$ cat config.mk
export PLATFORM = sky130hd
export DESIGN_NAME = alu_two_op_seq_flat
export DESIGN_NICKNAME = d
export VERILOG_FILES = /design/src/rtl/alu_pkg.sv /design/src/rtl/alu_two_op_seq_if.sv /design/src/rtl/alu_shifter_iter.sv /design/src/rtl/alu_two_op_seq.sv /design/src/flat_wrapper.sv
export SDC_FILE = /design/constraint.sdc
export NUM_CORES = 1
export LEC_CHECK = 0
export CELL_PAD_IN_SITES_DETAIL_PLACEMENT = 2
export CELL_PAD_IN_SITES_GLOBAL_PLACEMENT = 2
export CORE_MARGIN = 2
export CORE_UTILIZATION = 30
export DETAILED_ROUTE_END_ITERATION = 10
export DONT_BUFFER_PORTS = 1
export MAX_ROUTING_LAYER = met4
export PLACE_DENSITY_LB_ADDON = 0.25
export SYNTH_ARGS = -nofsm -noshare
export SYNTH_HDL_FRONTEND = slang
export SYNTH_SLANG_ARGS = --single-unit
export TNS_END_PERCENT = 5
$ cat constraint.sdc
create_clock -name clk -period 5.77 [get_ports clk]
set_clock_uncertainty 0.05 [all_clocks]
set_input_delay 0.577 -clock clk [delete_from_list [all_inputs] [get_ports clk]]
set_output_delay 0.577 -clock clk [all_outputs]
set_load 0.02 [all_outputs]
$ cat src/rtl/alu_pkg.sv
// alu_pkg: shared types and constants for the two-operand execute unit.
// Opcode encoding, condition-code bit positions and the sequencer state type.
package alu_pkg;

  typedef enum logic [2:0] {
    OP_MOV = 3'd0,
    OP_ADD = 3'd1,
    OP_SUB = 3'd2,
    OP_AND = 3'd3,
    OP_OR  = 3'd4,
    OP_SHL = 3'd5,
    OP_SHR = 3'd6,
    OP_ILL = 3'd7
  } alu_op_t;

  // Condition-code register bit positions: {C,N,Z}
  localparam int CCR_C = 2;
  localparam int CCR_N = 1;
  localparam int CCR_Z = 0;

  typedef enum logic {
    ST_IDLE  = 1'b0,
    ST_SHIFT = 1'b1
  } alu_state_t;

endpackage

$ cat src/rtl/alu_two_op_seq_if.sv
// alu_two_op_seq_if: issue/result handshake plus CCR restore path of the
// execute unit. master = operand-fetch/write-back side, slave = the unit.
interface alu_two_op_seq_if
  import alu_pkg::*;
#(
  parameter int WIDTH   = 16,
  parameter int SHAMT_W = $clog2(WIDTH) + 1
) ();

  logic               in_valid;
  logic               in_ready;
  alu_op_t            in_op;
  logic [WIDTH-1:0]   in_rs;
  logic [WIDTH-1:0]   in_rd;
  logic [SHAMT_W-1:0] in_shamt;
  logic               out_valid;
  logic               out_ready;
  logic [WIDTH-1:0]   out_data;
  logic               out_illegal;
  logic [2:0]         ccr;
  logic               ccr_load;
  logic [2:0]         ccr_in;

  modport master (
    output in_valid, in_op, in_rs, in_rd, in_shamt, out_ready, ccr_load, ccr_in,
    input  in_ready, out_valid, out_data, out_illegal, ccr
  );

  modport slave (
    input  in_valid, in_op, in_rs, in_rd, in_shamt, out_ready, ccr_load, ccr_in,
    output in_ready, out_valid, out_data, out_illegal, ccr
  );

endinterface

$ cat src/rtl/alu_shifter_iter.sv
// alu_shifter_iter: one-bit-per-cycle shifter for SHL (logical) and SHR
// (arithmetic). Amounts above WIDTH are clamped to WIDTH steps; a clamped
// SHL reports carry 0 because every original bit fell off before the end.
// done is high in the cycle whose closing edge performs the last step, and
// result/carry then show the value after that step so the caller can
// register it on the same edge.
module alu_shifter_iter #(
  parameter int WIDTH   = 16,
  parameter int SHAMT_W = $clog2(WIDTH) + 1
) (
  input  logic               clk,
  input  logic               rst,
  input  logic               start,
  input  logic               left,
  input  logic [WIDTH-1:0]   data,
  input  logic [SHAMT_W-1:0] amount,
  output logic               done,
  output logic [WIDTH-1:0]   result,
  output logic               carry
);

  localparam logic [SHAMT_W-1:0] WIDTH_SH = SHAMT_W'(WIDTH);
  localparam logic [SHAMT_W-1:0] ONE_SH   = SHAMT_W'(1);

  logic [WIDTH-1:0]   work_reg;
  logic [SHAMT_W-1:0] cnt_reg;
  logic               left_reg;
  logic               zero_c_reg;
  logic [WIDTH-1:0]   step_data;
  logic               step_c;

  // One shift step of the working register, capturing the bit that falls out
  always_comb begin
    step_data = work_reg;
    step_c    = 1'b0;
    if (left_reg) begin
      {step_c, step_data} = {work_reg, 1'b0};
    end else begin
      {step_data, step_c} = {work_reg[WIDTH-1], work_reg};
    end
  end

  assign done   = (cnt_reg == ONE_SH);
  assign result = step_data;
  assign carry  = step_c & ~zero_c_reg;

  // Load the job on start, then step once per cycle until the counter empties
  always_ff @(posedge clk or posedge rst) begin
    if (rst) begin
      work_reg   <= '0;
      cnt_reg    <= '0;
      left_reg   <= 1'b0;
      zero_c_reg <= 1'b0;
    end else if (start) begin
      work_reg   <= data;
      cnt_reg    <= (amount > WIDTH_SH) ? WIDTH_SH : amount;
      left_reg   <= left;
      zero_c_reg <= left && (amount > WIDTH_SH);
    end else if (cnt_reg != '0) begin
      work_reg <= step_data;
      cnt_reg  <= cnt_reg - ONE_SH;
    end
  end

endmodule

$ cat src/rtl/alu_two_op_seq.sv
// alu_two_op_seq: handshaked two-operand execute unit owning the CCR {C,N,Z}.
// Non-shift ops complete in one cycle. Shifts go through an iterative shifter
// (min(shamt,WIDTH)+1 cycles) unless ALU_BARREL_SHIFT_EN is defined, in which
// case they are computed combinationally with one-cycle latency.
module alu_two_op_seq
  import alu_pkg::*;
#(
  parameter int WIDTH   = 16,
  parameter int SHAMT_W = $clog2(WIDTH) + 1
) (
  input logic            clk,
  input logic            rst,
  alu_two_op_seq_if.slave bus
);

  logic             in_ready_int;
  logic             accept;
  logic             is_shift;
  logic             shamt_zero;

  logic [WIDTH:0]   ext;
  logic [WIDTH-1:0] imm_data;
  logic             imm_c;
  logic             imm_upd;
  logic             imm_ill;

  logic             load;
  logic [WIDTH-1:0] load_data;
  logic             load_c;
  logic             load_upd;
  logic             load_ill;
  logic [2:0]       flags_next;

  logic             out_valid_reg;
  logic             out_illegal_reg;
  logic [WIDTH-1:0] out_data_reg;
  logic [2:0]       ccr_reg;

  assign accept     = bus.in_valid && in_ready_int;
  assign is_shift   = (bus.in_op == OP_SHL) || (bus.in_op == OP_SHR);
  assign shamt_zero = (bus.in_shamt == '0);

  // Single-cycle result and flag-update intent for the presented opcode
  always_comb begin
    ext      = '0;
    imm_data = '0;
    imm_c    = 1'b0;
    imm_upd  = 1'b1;
    imm_ill  = 1'b0;
    case (bus.in_op)
      OP_MOV: begin
        imm_data = bus.in_rs;
        imm_upd  = 1'b0;
      end
      OP_ADD: begin
        ext      = {1'b0, bus.in_rs} + {1'b0, bus.in_rd};
        imm_data = ext[WIDTH-1:0];
        imm_c    = ext[WIDTH];
      end
      OP_SUB: begin
        // The extra top bit of the difference is the unsigned borrow
        ext      = {1'b0, bus.in_rs} - {1'b0, bus.in_rd};
        imm_data = ext[WIDTH-1:0];
        imm_c    = ext[WIDTH];
      end
      OP_AND: imm_data = bus.in_rs & bus.in_rd;
      OP_OR:  imm_data = bus.in_rs | bus.in_rd;
`ifdef ALU_BARREL_SHIFT_EN
      OP_SHL: begin
        // The bit above the word catches the last bit shifted out; amounts
        // beyond WIDTH push everything past it, giving 0 with carry 0
        ext      = {1'b0, bus.in_rs} << bus.in_shamt;
        imm_data = ext[WIDTH-1:0];
        imm_c    = ext[WIDTH];
      end
      OP_SHR: begin
        // The guard bit below the word catches the last bit shifted out;
        // large amounts fill everything, guard included, with the sign
        ext      = $signed({bus.in_rs, 1'b0}) >>> bus.in_shamt;
        imm_data = ext[WIDTH:1];
        imm_c    = ext[0];
      end
`else
      // Only reached for shamt==0 here; non-zero amounts use the shifter
      OP_SHL: imm_data = bus.in_rs;
      OP_SHR: imm_data = bus.in_rs;
`endif
      default: begin
        imm_upd = 1'b0;
        imm_ill = 1'b1;
      end
    endcase
  end

`ifdef ALU_BARREL_SHIFT_EN

  assign in_ready_int = (!out_valid_reg || bus.out_ready) && !rst;
  assign load         = accept;
  assign load_data    = imm_data;
  assign load_c       = imm_c;
  assign load_upd     = imm_upd;
  assign load_ill     = imm_ill;

`else

  alu_state_t       state_reg;
  alu_state_t       state_next;
  logic             sh_start;
  logic             sh_done;
  logic [WIDTH-1:0] sh_result;
  logic             sh_carry;

  assign sh_start = accept && is_shift && !shamt_zero;

  alu_shifter_iter #(
    .WIDTH   (WIDTH),
    .SHAMT_W (SHAMT_W)
  ) u_shifter (
    .clk    (clk),
    .rst    (rst),
    .start  (sh_start),
    .left   (bus.in_op == OP_SHL),
    .data   (bus.in_rs),
    .amount (bus.in_shamt),
    .done   (sh_done),
    .result (sh_result),
    .carry  (sh_carry)
  );

  // State register
  always_ff @(posedge clk or posedge rst) begin
    if (rst) begin
      state_reg <= ST_IDLE;
    end else begin
      state_reg <= state_next;
    end
  end

  // Next state: enter SHIFT on a non-trivial shift, leave when the shifter finishes
  always_comb begin
    state_next = state_reg;
    case (state_reg)
      ST_IDLE:  if (sh_start) state_next = ST_SHIFT;
      ST_SHIFT: if (sh_done)  state_next = ST_IDLE;
      default:  state_next = ST_IDLE;
    endcase
  end

  // FSM outputs: accept only when idle and the output slot is free or draining
  always_comb begin
    in_ready_int = (state_reg == ST_IDLE) && (!out_valid_reg || bus.out_ready) && !rst;
  end

  // Result source: shifter completion or a single-cycle op at accept
  always_comb begin
    load      = sh_done || (accept && !sh_start);
    load_data = imm_data;
    load_c    = imm_c;
    load_upd  = imm_upd;
    load_ill  = imm_ill;
    if (sh_done) begin
      load_data = sh_result;
      load_c    = sh_carry;
      load_upd  = 1'b1;
      load_ill  = 1'b0;
    end
  end

`endif

  always_comb begin
    flags_next        = '0;
    flags_next[CCR_C] = load_c;
    flags_next[CCR_N] = load_data[WIDTH-1];
    flags_next[CCR_Z] = (load_data == '0);
  end

  // Output register: load a new result, else drop valid once consumed
  always_ff @(posedge clk or posedge rst) begin
    if (rst) begin
      out_valid_reg   <= 1'b0;
      out_data_reg    <= '0;
      out_illegal_reg <= 1'b0;
    end else if (load) begin
      out_valid_reg   <= 1'b1;
      out_data_reg    <= load_data;
      out_illegal_reg <= load_ill;
    end else if (bus.out_ready) begin
      out_valid_reg   <= 1'b0;
    end
  end

  // CCR: a context restore overrides the flags of a result landing on the same edge
  always_ff @(posedge clk or posedge rst) begin
    if (rst) begin
      ccr_reg <= '0;
    end else if (bus.ccr_load) begin
      ccr_reg <= bus.ccr_in;
    end else if (load && load_upd) begin
      ccr_reg <= flags_next;
    end
  end

  assign bus.in_ready    = in_ready_int;
  assign bus.out_valid   = out_valid_reg;
  assign bus.out_data    = out_data_reg;
  assign bus.out_illegal = out_illegal_reg;
  assign bus.ccr         = ccr_reg;

endmodule

$ cat src/flat_wrapper.sv
// flat-port wrapper written by rule: the top's interface ports become plain ports
module alu_two_op_seq_flat import alu_pkg::*;
#(
  parameter int WIDTH   = 16,
  parameter int SHAMT_W = $clog2(WIDTH) + 1
)
  (clk, rst, bus_in_valid, bus_in_op, bus_in_rs, bus_in_rd, bus_in_shamt, bus_out_ready, bus_ccr_load, bus_ccr_in, bus_in_ready, bus_out_valid, bus_out_data, bus_out_illegal, bus_ccr);
  alu_two_op_seq_if #(.WIDTH(WIDTH), .SHAMT_W(SHAMT_W)) bus_i ();
  input logic clk;
  input logic rst;
  input wire logic [$bits(bus_i.in_valid)-1:0] bus_in_valid;
  input wire logic [$bits(bus_i.in_op)-1:0] bus_in_op;
  input wire logic [$bits(bus_i.in_rs)-1:0] bus_in_rs;
  input wire logic [$bits(bus_i.in_rd)-1:0] bus_in_rd;
  input wire logic [$bits(bus_i.in_shamt)-1:0] bus_in_shamt;
  input wire logic [$bits(bus_i.out_ready)-1:0] bus_out_ready;
  input wire logic [$bits(bus_i.ccr_load)-1:0] bus_ccr_load;
  input wire logic [$bits(bus_i.ccr_in)-1:0] bus_ccr_in;
  output wire logic [$bits(bus_i.in_ready)-1:0] bus_in_ready;
  output wire logic [$bits(bus_i.out_valid)-1:0] bus_out_valid;
  output wire logic [$bits(bus_i.out_data)-1:0] bus_out_data;
  output wire logic [$bits(bus_i.out_illegal)-1:0] bus_out_illegal;
  output wire logic [$bits(bus_i.ccr)-1:0] bus_ccr;
  assign bus_i.in_valid = bus_in_valid;
  assign bus_i.in_op = bus_in_op;
  assign bus_i.in_rs = bus_in_rs;
  assign bus_i.in_rd = bus_in_rd;
  assign bus_i.in_shamt = bus_in_shamt;
  assign bus_i.out_ready = bus_out_ready;
  assign bus_i.ccr_load = bus_ccr_load;
  assign bus_i.ccr_in = bus_ccr_in;
  assign bus_in_ready = bus_i.in_ready;
  assign bus_out_valid = bus_i.out_valid;
  assign bus_out_data = bus_i.out_data;
  assign bus_out_illegal = bus_i.out_illegal;
  assign bus_ccr = bus_i.ccr;
  alu_two_op_seq #(.WIDTH(WIDTH), .SHAMT_W(SHAMT_W)) u_core (.clk(clk), .rst(rst), .bus(bus_i));
endmodule
==> results.md, run 1 <==
Outcome:
- The run finished with clean final reports.

Timing:
- The max-slew violation total from the final report is 0.
- The final period utilization is 61.8%.
- Setup violations remaining at the end of the flow were counted as 0.
- Timing would allow up to 280 MHz.
- The final critical-path required period is 3.57 ns.
- The headroom to the max-slew limit is 26.3%.
- After routing, the total negative slack on setup checks comes to 0 ns.
- For the pin with the worst max-slew slack, the measured transition is 1.10 ns.
- Setup repair after global routing left no endpoint under its margin.
- The count of endpoints failing hold in the final timing report is 0.

Hold path:
- The worst hold path belongs to the class primary input to flip-flop.

Synthesis:
- sky130_fd_sc_hd__dfrtp_1 takes more of the synthesized area than any other cell.
- The number of enable-type register cells in the synthesized netlist is 0.
- The commonest cells after synthesis are 79 x sky130_fd_sc_hd__nand2_1, 62 x sky130_fd_sc_hd__o21ai_0, 57 x sky130_fd_sc_hd__nor2_1.
- The count of unique library cells instantiated by Yosys is 68.
- The flop and latch count out of synthesis is 45.
- The Yosys step of the flow raised 0 warnings.
- Yosys instantiated no cell more often than sky130_fd_sc_hd__nand2_1.
- In the post-synthesis netlist, the biggest area contributors are sky130_fd_sc_hd__dfrtp_1 21%, sky130_fd_sc_hd__ha_1 12%, sky130_fd_sc_hd__o21ai_0 5.7%.
- The portion of the post-synthesis area used by sequential elements is 20.7%.
- Counting every instance in the synthesized netlist gives 711.
- After synthesis, the share of flip-flops with an asynchronous set or reset is 100%.
- Among all flip-flop cells after synthesis, the most frequent one is sky130_fd_sc_hd__dfrtp_1.
- The average cell area after synthesis is 7.64 µm².
- The post-synthesis net count is 815.
- The mapped netlist covers 5430 µm².
- After synthesis, the largest area contributor takes up 20.7% of total cell area.

Critical path:
- The worst setup path is captured at a flip-flop.
- STA classifies the critical path startpoint as a primary input.
- For the worst setup path, the data arrival time is 3.72 ns.
- The kind of critical path is primary input to flip-flop.
- The worst-path maximum fanout is 4.
- The slack of the worst reg-to-reg path is 2.40 ns.
- At the worst endpoint, the required time is 5.92 ns.

Routing:
- The final antenna-violating net count is 0.
- The final route contains 5364 vias.
- In this run, the number of DRC markers left after iteration 0 of detailed routing was 361.
- After detailed routing, the average wire length per cell comes to 23.9 µm.
- The aggregate routed wire length is 21700 µm.
- The DRC violation count after routing is 0.
- The number of vias per cell is 5.90.
- The number of iterations in the first detailed-routing pass is 4.

Final layout:
- For this run, the number of standard cells in the final layout without fillers is 909.
- The share of post-route cells with drive strength above 1 is 4.85%.
- From synthesis to final layout, the design area changed by 5.97%.
- The number of antenna diodes in the final layout is 0.
- The final net count is 784.

Global route:
- Entering global routing, the biggest net connects 51 pins.
- For this run the aggregate overflow at the end of global routing stands at 0.
- The number of antenna violations at the first check in global routing was 0.
- The global-route wire length before repair is 35100 µm.
- The total routing usage reported by global routing is 23.4%.
- The number of global-route vias before repair is 5817.

Placed design:
- Including well taps, the total number of placed cells is 902.
- The number of input and output port buffers inserted is 0.
- Summed over all nets, the half-perimeter wirelength after detailed placement is 16800 µm.
- At the end of routability-driven placement, the weighted congestion stood at 0.920.

Run:
- The tool flagged a number of max-cap violations equal to 0.

Clock network:
- The number of H-tree levels is 2.
- For the worst-skew pair, the clock arrives at the later sink with an insertion delay of 0.29 ns.
- The CTS clock-pin slew for the worst setup and hold paths is 0.06 ns.
- The root buffer cell is sky130_fd_sc_hd__clkbuf_16.
- The number of hold buffers added after cts is 0.
- The clock passes through at most 2 buffers.
- The number of gates resized after cts is 0.
- Clock tree synthesis found a total of 45 sinks.
- The clock buffer count from CTS is 5.
- Post-CTS timing repair inserted 0 buffers for setup.
- TritonCTS built the clock tree.

Power and ir drop:
- Across the VDD grid, the largest voltage drop is 0.277 mV.
- The power density over cell area is 342 nW/µm².
- The leakage power is 2.42 nW.

Floorplan:
- Row generation in the floorplan step produced 49 rows.
- In this run the vertical extent of the chip is 139 µm.
- Measured along the x axis, the die boundary spans 139 µm.
- The region available for standard cell placement spans 17800 µm².
- The die outline area is 19200 µm².
- For this configuration, the core starts out at a cell density of 30.4%.
- The I/O pin count is 70.
==> cell families after synthesis <==
family          share of synthesized area (%)
xor+xnor                                 2.42
buf+inv                                  7.00
flops                                    20.7
compound gates                           28.6
mux                                      6.31
simple gates                             21.8
fa+ha+maj                                13.2
==> power breakdown <==
part / internal, W / switching (W)
clock network: 0.000201 / 0.000123
registers: 0.000471 / 0.000216
logic: 0.000354 / 0.000605
total: 0.00103 / 0.000944
==> layer usage <==
layer	vias to the layer above	wire (µm)	global-route usage, %
li1	2503	-	-
met1	2753	10100	30.6
met3	11	840	2.49
met4	0	214	3.71
met5	-	0	-
met2	97	10600	40.1
==> metrics by stage <==
step	total power [W]	hold WS (ns)	util (%)	setup WS, ns	area (µm²)
2_1_floorplan	0.00134	0.420	-	2.35	5430
3_3_place_gp	0.00158	0.430	31.4	2.04	5600
3_5_place_dp	0.00165	0.453	31.4	1.89	5600
4_1_cts	0.00198	0.334	32.3	2.16	5760
5_1_grt	0.00213	0.346	32.3	1.94	5760
6_report	0.00197	0.333	32.3	2.20	5760
==> worst paths after layout <==
path / depth (start not counted) / startpoint / end
max: 13 / bus_in_rs[0] / u_core.bus.ccr[0]
min: 1 / bus_ccr_load / u_core.bus.ccr[1]
max reg2reg: 10 / u_core.u_shifter.cnt_reg[1] / u_core.bus.ccr[0]
min reg2reg: 1 / u_core.state_reg / u_core.state_reg
max in group asynchronous: 1 / rst / u_core.u_shifter.cnt_reg[0]
min in group asynchronous: 1 / rst / u_core.bus.out_data[11]
==> area by class of cell <==
type                            instances  area, µm²
Fill cell                            2064      12100
Tap cell                              229        287
Sequential cell                        45       1130
Clock inverter                          2       35.0
Timing Repair Buffer                    3       22.5
Clock buffer                            5        125
Multi-Input combinational cell        568       3950
Inverter                               57        214
==> layout by cell type, fill, tap and decap left out, types with 3 or more instances in the layout <==
| master | instances |
|---|---|
| sky130_fd_sc_hd__or4b_1 | 3 |
| sky130_fd_sc_hd__nand2b_1 | 9 |
| sky130_fd_sc_hd__a21oi_1 | 48 |
| sky130_fd_sc_hd__a211oi_1 | 17 |
| sky130_fd_sc_hd__or3_1 | 5 |
| sky130_fd_sc_hd__a22oi_1 | 3 |
| sky130_fd_sc_hd__inv_1 | 55 |
| sky130_fd_sc_hd__a22o_1 | 3 |
| sky130_fd_sc_hd__nor4_1 | 4 |
| sky130_fd_sc_hd__nor3_1 | 17 |
| sky130_fd_sc_hd__o31ai_1 | 9 |
| sky130_fd_sc_hd__buf_4 | 3 |
| sky130_fd_sc_hd__mux2i_1 | 23 |
| sky130_fd_sc_hd__dfrtp_1 | 45 |
| sky130_fd_sc_hd__nand2_1 | 79 |
| sky130_fd_sc_hd__and3_1 | 5 |
| sky130_fd_sc_hd__o21bai_1 | 8 |
| sky130_fd_sc_hd__xnor2_1 | 13 |
| sky130_fd_sc_hd__mux2_2 | 6 |
| sky130_fd_sc_hd__a211o_1 | 11 |
| sky130_fd_sc_hd__nor3b_1 | 4 |
| sky130_fd_sc_hd__nand3b_1 | 10 |
| sky130_fd_sc_hd__o311a_1 | 4 |
| sky130_fd_sc_hd__nor2_1 | 56 |
| sky130_fd_sc_hd__nor2b_1 | 17 |
| sky130_fd_sc_hd__a31oi_1 | 5 |
| sky130_fd_sc_hd__o311ai_0 | 7 |
| sky130_fd_sc_hd__a221oi_1 | 7 |
| sky130_fd_sc_hd__a21o_1 | 7 |
| sky130_fd_sc_hd__nand3_1 | 5 |
| sky130_fd_sc_hd__nand4_1 | 10 |
| sky130_fd_sc_hd__ha_1 | 54 |
| sky130_fd_sc_hd__o21ai_0 | 62 |
| sky130_fd_sc_hd__o211ai_1 | 9 |
| sky130_fd_sc_hd__clkbuf_16 | 5 |
| sky130_fd_sc_hd__a2111oi_0 | 5 |
==> critical path, stage by stage <==
cell	delay [ns]
sky130_fd_sc_hd__inv_1	0.09
sky130_fd_sc_hd__ha_1	0.19
sky130_fd_sc_hd__inv_1	0.06
sky130_fd_sc_hd__fa_1	0.43
sky130_fd_sc_hd__mux4_2	0.44
sky130_fd_sc_hd__or2_2	0.28
sky130_fd_sc_hd__a31oi_1	0.30
sky130_fd_sc_hd__or4b_1	0.49
sky130_fd_sc_hd__nor4_2	0.16
sky130_fd_sc_hd__nand4_1	0.15
sky130_fd_sc_hd__nor4_2	0.19
sky130_fd_sc_hd__nand4_1	0.16
sky130_fd_sc_hd__o31ai_2	0.20
Note: power is estimated with default switching activity, not from simulation.
==> run 2, diff against run 1 <==
==> constraint.sdc (replaced) <==
create_clock -name clk -period 2.91 [get_ports clk]
set_clock_uncertainty 0.05 [all_clocks]
set_input_delay 0.291 -clock clk [delete_from_list [all_inputs] [get_ports clk]]
set_output_delay 0.291 -clock clk [all_outputs]
set_load 0.02 [all_outputs]
==> results.md, run 2 (same netlist as run 1, synthesis figures left out) <==
Final layout:
- The sequential cell area is 1130 µm².
- The top cell types in the final layout, fill and taps aside, are 133 x sky130_fd_sc_hd__buf_4, 79 x sky130_fd_sc_hd__nand2_1, 60 x sky130_fd_sc_hd__o21ai_0, 55 x sky130_fd_sc_hd__nor2_1, 55 x sky130_fd_sc_hd__inv_1.
- The cell area after layout is 6830 µm².
- Summing all multi-input logic gate instances after layout gives 4010 µm².
- The layout has 2072 filler cells.
- Compared with the post-synthesis result, the final layout area differs by 25.7%.
- Of the cells placed in the final design, the portion with a size suffix greater than 1 is 21.6%.
- The most common cell after layout, fill and taps aside is sky130_fd_sc_hd__buf_4.
- The net count of the finished layout is 915.
- 0 antenna diodes ended up in the layout.

Clock network:
- The clock tree from TritonCTS is done.
- Counting every sink on the clock net gives 45.
- Clock-pin slew was measured on the worst setup and hold paths at 0.06 ns.
- At the later pin of the worst-skew pair, clock insertion delay measures 0.29 ns.
- The root buffer cell is sky130_fd_sc_hd__clkbuf_16.
- The number of buffers inserted by post-CTS setup repair is 0.
- The number of hold buffers added after CTS was 0.
- The clock buffer count from CTS is 5.
- The clock passes through at most 2 buffers.
- In this run the number of H-tree levels came out at 2.

Power and ir drop:
- After layout, the design draws a total of 0.00435 W.
- The leakage power is 3.07 nW.
- The worst voltage drop across the vdd grid is 0.496 mV.
- Dividing total power by cell area gives a power density of 637 nW/µm².

Timing:
- Static timing analysis puts the maximum clock frequency at 318 MHz.
- The worst hold margin is 0.0430 ns.
- Setup violations remaining at the end of the flow were counted as 1.
- The count of endpoints failing hold in the final timing report is 0.
- The headroom to the max-slew limit is 35.4%.
- The total negative setup slack is -0.234 ns.
- The final critical-path required period is 3.14 ns.
- The max-slew violation total from the final report is 0.
- At the pin with the least slew margin, the transition time is 0.968 ns.
- The post-layout worst setup margin is -0.234 ns.
- After layout, the worst path uses 108% of the clock period.
- Setup repair after global routing could not meet its margin everywhere.

Floorplan:
- The die is 139 µm tall.
- Measured along the x axis, the die boundary spans 139 µm.
- In this run the standard cell core region covers 17800 µm².
- The number of standard-cell rows in the floorplan is 49.
- For this configuration, the core starts out at a cell density of 30.4%.
- The I/O pin count is 70.
- The die covers 19200 µm².

Critical path:
- The worst setup path is launched from a primary input.
- The required time of the critical path is 3.06 ns.
- The data arrival time of the critical path is 3.30 ns.
- The worst-path maximum fanout is 4.
- The sort of element at the end of the critical path is a flip-flop.
- By startpoint and endpoint, the worst setup path is classified as primary input to flip-flop.

Routing:
- After detailed routing, the total wire length is 23400 µm.
- The routed length per instance is 22.5 µm.
- The via count of the routed design is 5866.
- The number of vias per cell is 5.63.
- The number of iterations in the first detailed-routing pass is 5.
- After detailed routing, the wire length on met1 is 10500 µm.
- The DRC violation count after routing is 0.
- For this block, the initial DRC count from the detailed router was 283.
- The detail route stage leaves a number of antenna-violating nets equal to 0.
- After detailed routing, no signal wire sits above met4.
- The routed design uses 880 µm of met3 wire.
- Summed over all nets, wire length on met2 after detailed routing comes to 11500 µm.

Placed design:
- Routability-driven placement finished with a final weighted congestion of 0.887.
- Input and output buffers added on the ports amount to 0.
- The placed wire-length estimate after detailed placement is 18900 µm.
- The total placed instance area is 6590 µm².

Global route:
- The first global-routing pass estimated 37900 µm of wire.
- The number of global-route vias before repair was 6667.
- Entering global routing, the biggest net connects 51 pins.
- The number of antenna violations at the first check in global routing is 0.
- Global routing consumed, over all layers together, 25.2% of the routing resources.
- The total global routing overflow is 0.

Outcome:
- The final reports fail on setup timing.
- The run finished, with violations left.

Run:
- Max-cap violations in this run came to 0.

Hold path:
- The class of the tightest hold or removal check is primary input to flip-flop.
## run 2: layer usage
metal / vias up / GRT usage (%)
li1: 2767 / -
met1: 2970 / 31.9
met2: 102 / 43.5
met3: 27 / 2.49
met4: 0 / 6.34
met5: - / -
## run 2: critical path, stage by stage
cell,delay (ns)
sky130_fd_sc_hd__inv_1,0.06
sky130_fd_sc_hd__ha_2,0.19
sky130_fd_sc_hd__inv_1,0.06
sky130_fd_sc_hd__fa_1,0.43
sky130_fd_sc_hd__mux4_2,0.46
sky130_fd_sc_hd__or2_2,0.31
sky130_fd_sc_hd__a31oi_4,0.18
sky130_fd_sc_hd__or4b_1,0.47
sky130_fd_sc_hd__nor4_2,0.16
sky130_fd_sc_hd__nand4_1,0.15
sky130_fd_sc_hd__nor4_2,0.20
sky130_fd_sc_hd__nand4_1,0.14
sky130_fd_sc_hd__o31ai_2,0.19
## run 2: cell type report
class	count	area share, %
timing repair buffer	134	14.9
sequential	45	16.5
clock inverter	1	0.440
inverter	57	3.13
multi-input combinational	568	58.7
clock buffer	7	2.09
tap	229	4.20
## run 2: timing repair
action	CTS	global route
endpoints found under the setup margin	2	8
resized for setup	4	14
pin swaps	0	1
hold endpoints to repair	0	0
## run 2: per-stage QoR
step | setup WS, ns | std cells | util, %
finish | -0.234 | 1041 | 38.3
global route | -0.460 | 1041 | 38.3
CTS | -0.245 | 1041 | 38.0
detailed placement | -0.664 | 1033 | 36.9
global placement | -0.486 | 1033 | 36.9
floorplan | -0.165 | 711 | -
## run 2: worst paths after layout
| kind | start | slack, ns | cells after the start | endpoint |
|---|---|---|---|---|
| worst max-delay path | bus_in_rs[0] | -0.23 | 13 | u_core.bus.ccr[0] |
| worst min-delay path | bus_ccr_load | 0.04 | 1 | u_core.bus.ccr[1] |
| worst max register to register | u_core.u_shifter.cnt_reg[1] | 0.05 | 12 | u_core.bus.ccr[0] |
| worst min register to register | u_core.state_reg | 0.48 | 1 | u_core.state_reg |
| max in group asynchronous | rst | 2.16 | 1 | u_core.u_shifter.cnt_reg[0] |
| min in group asynchronous | rst | 0.06 | 1 | u_core.u_shifter.work_reg[15] |
## run 2: where the power goes
group | total, W | switching (W) | internal [W]
logic | 0.00231 | 0.00129 | 0.00102
registers | 0.00137 | 0.000442 | 0.000932
clock network | 0.000666 | 0.000237 | 0.000429
total | 0.00435 | 0.00197 | 0.00239
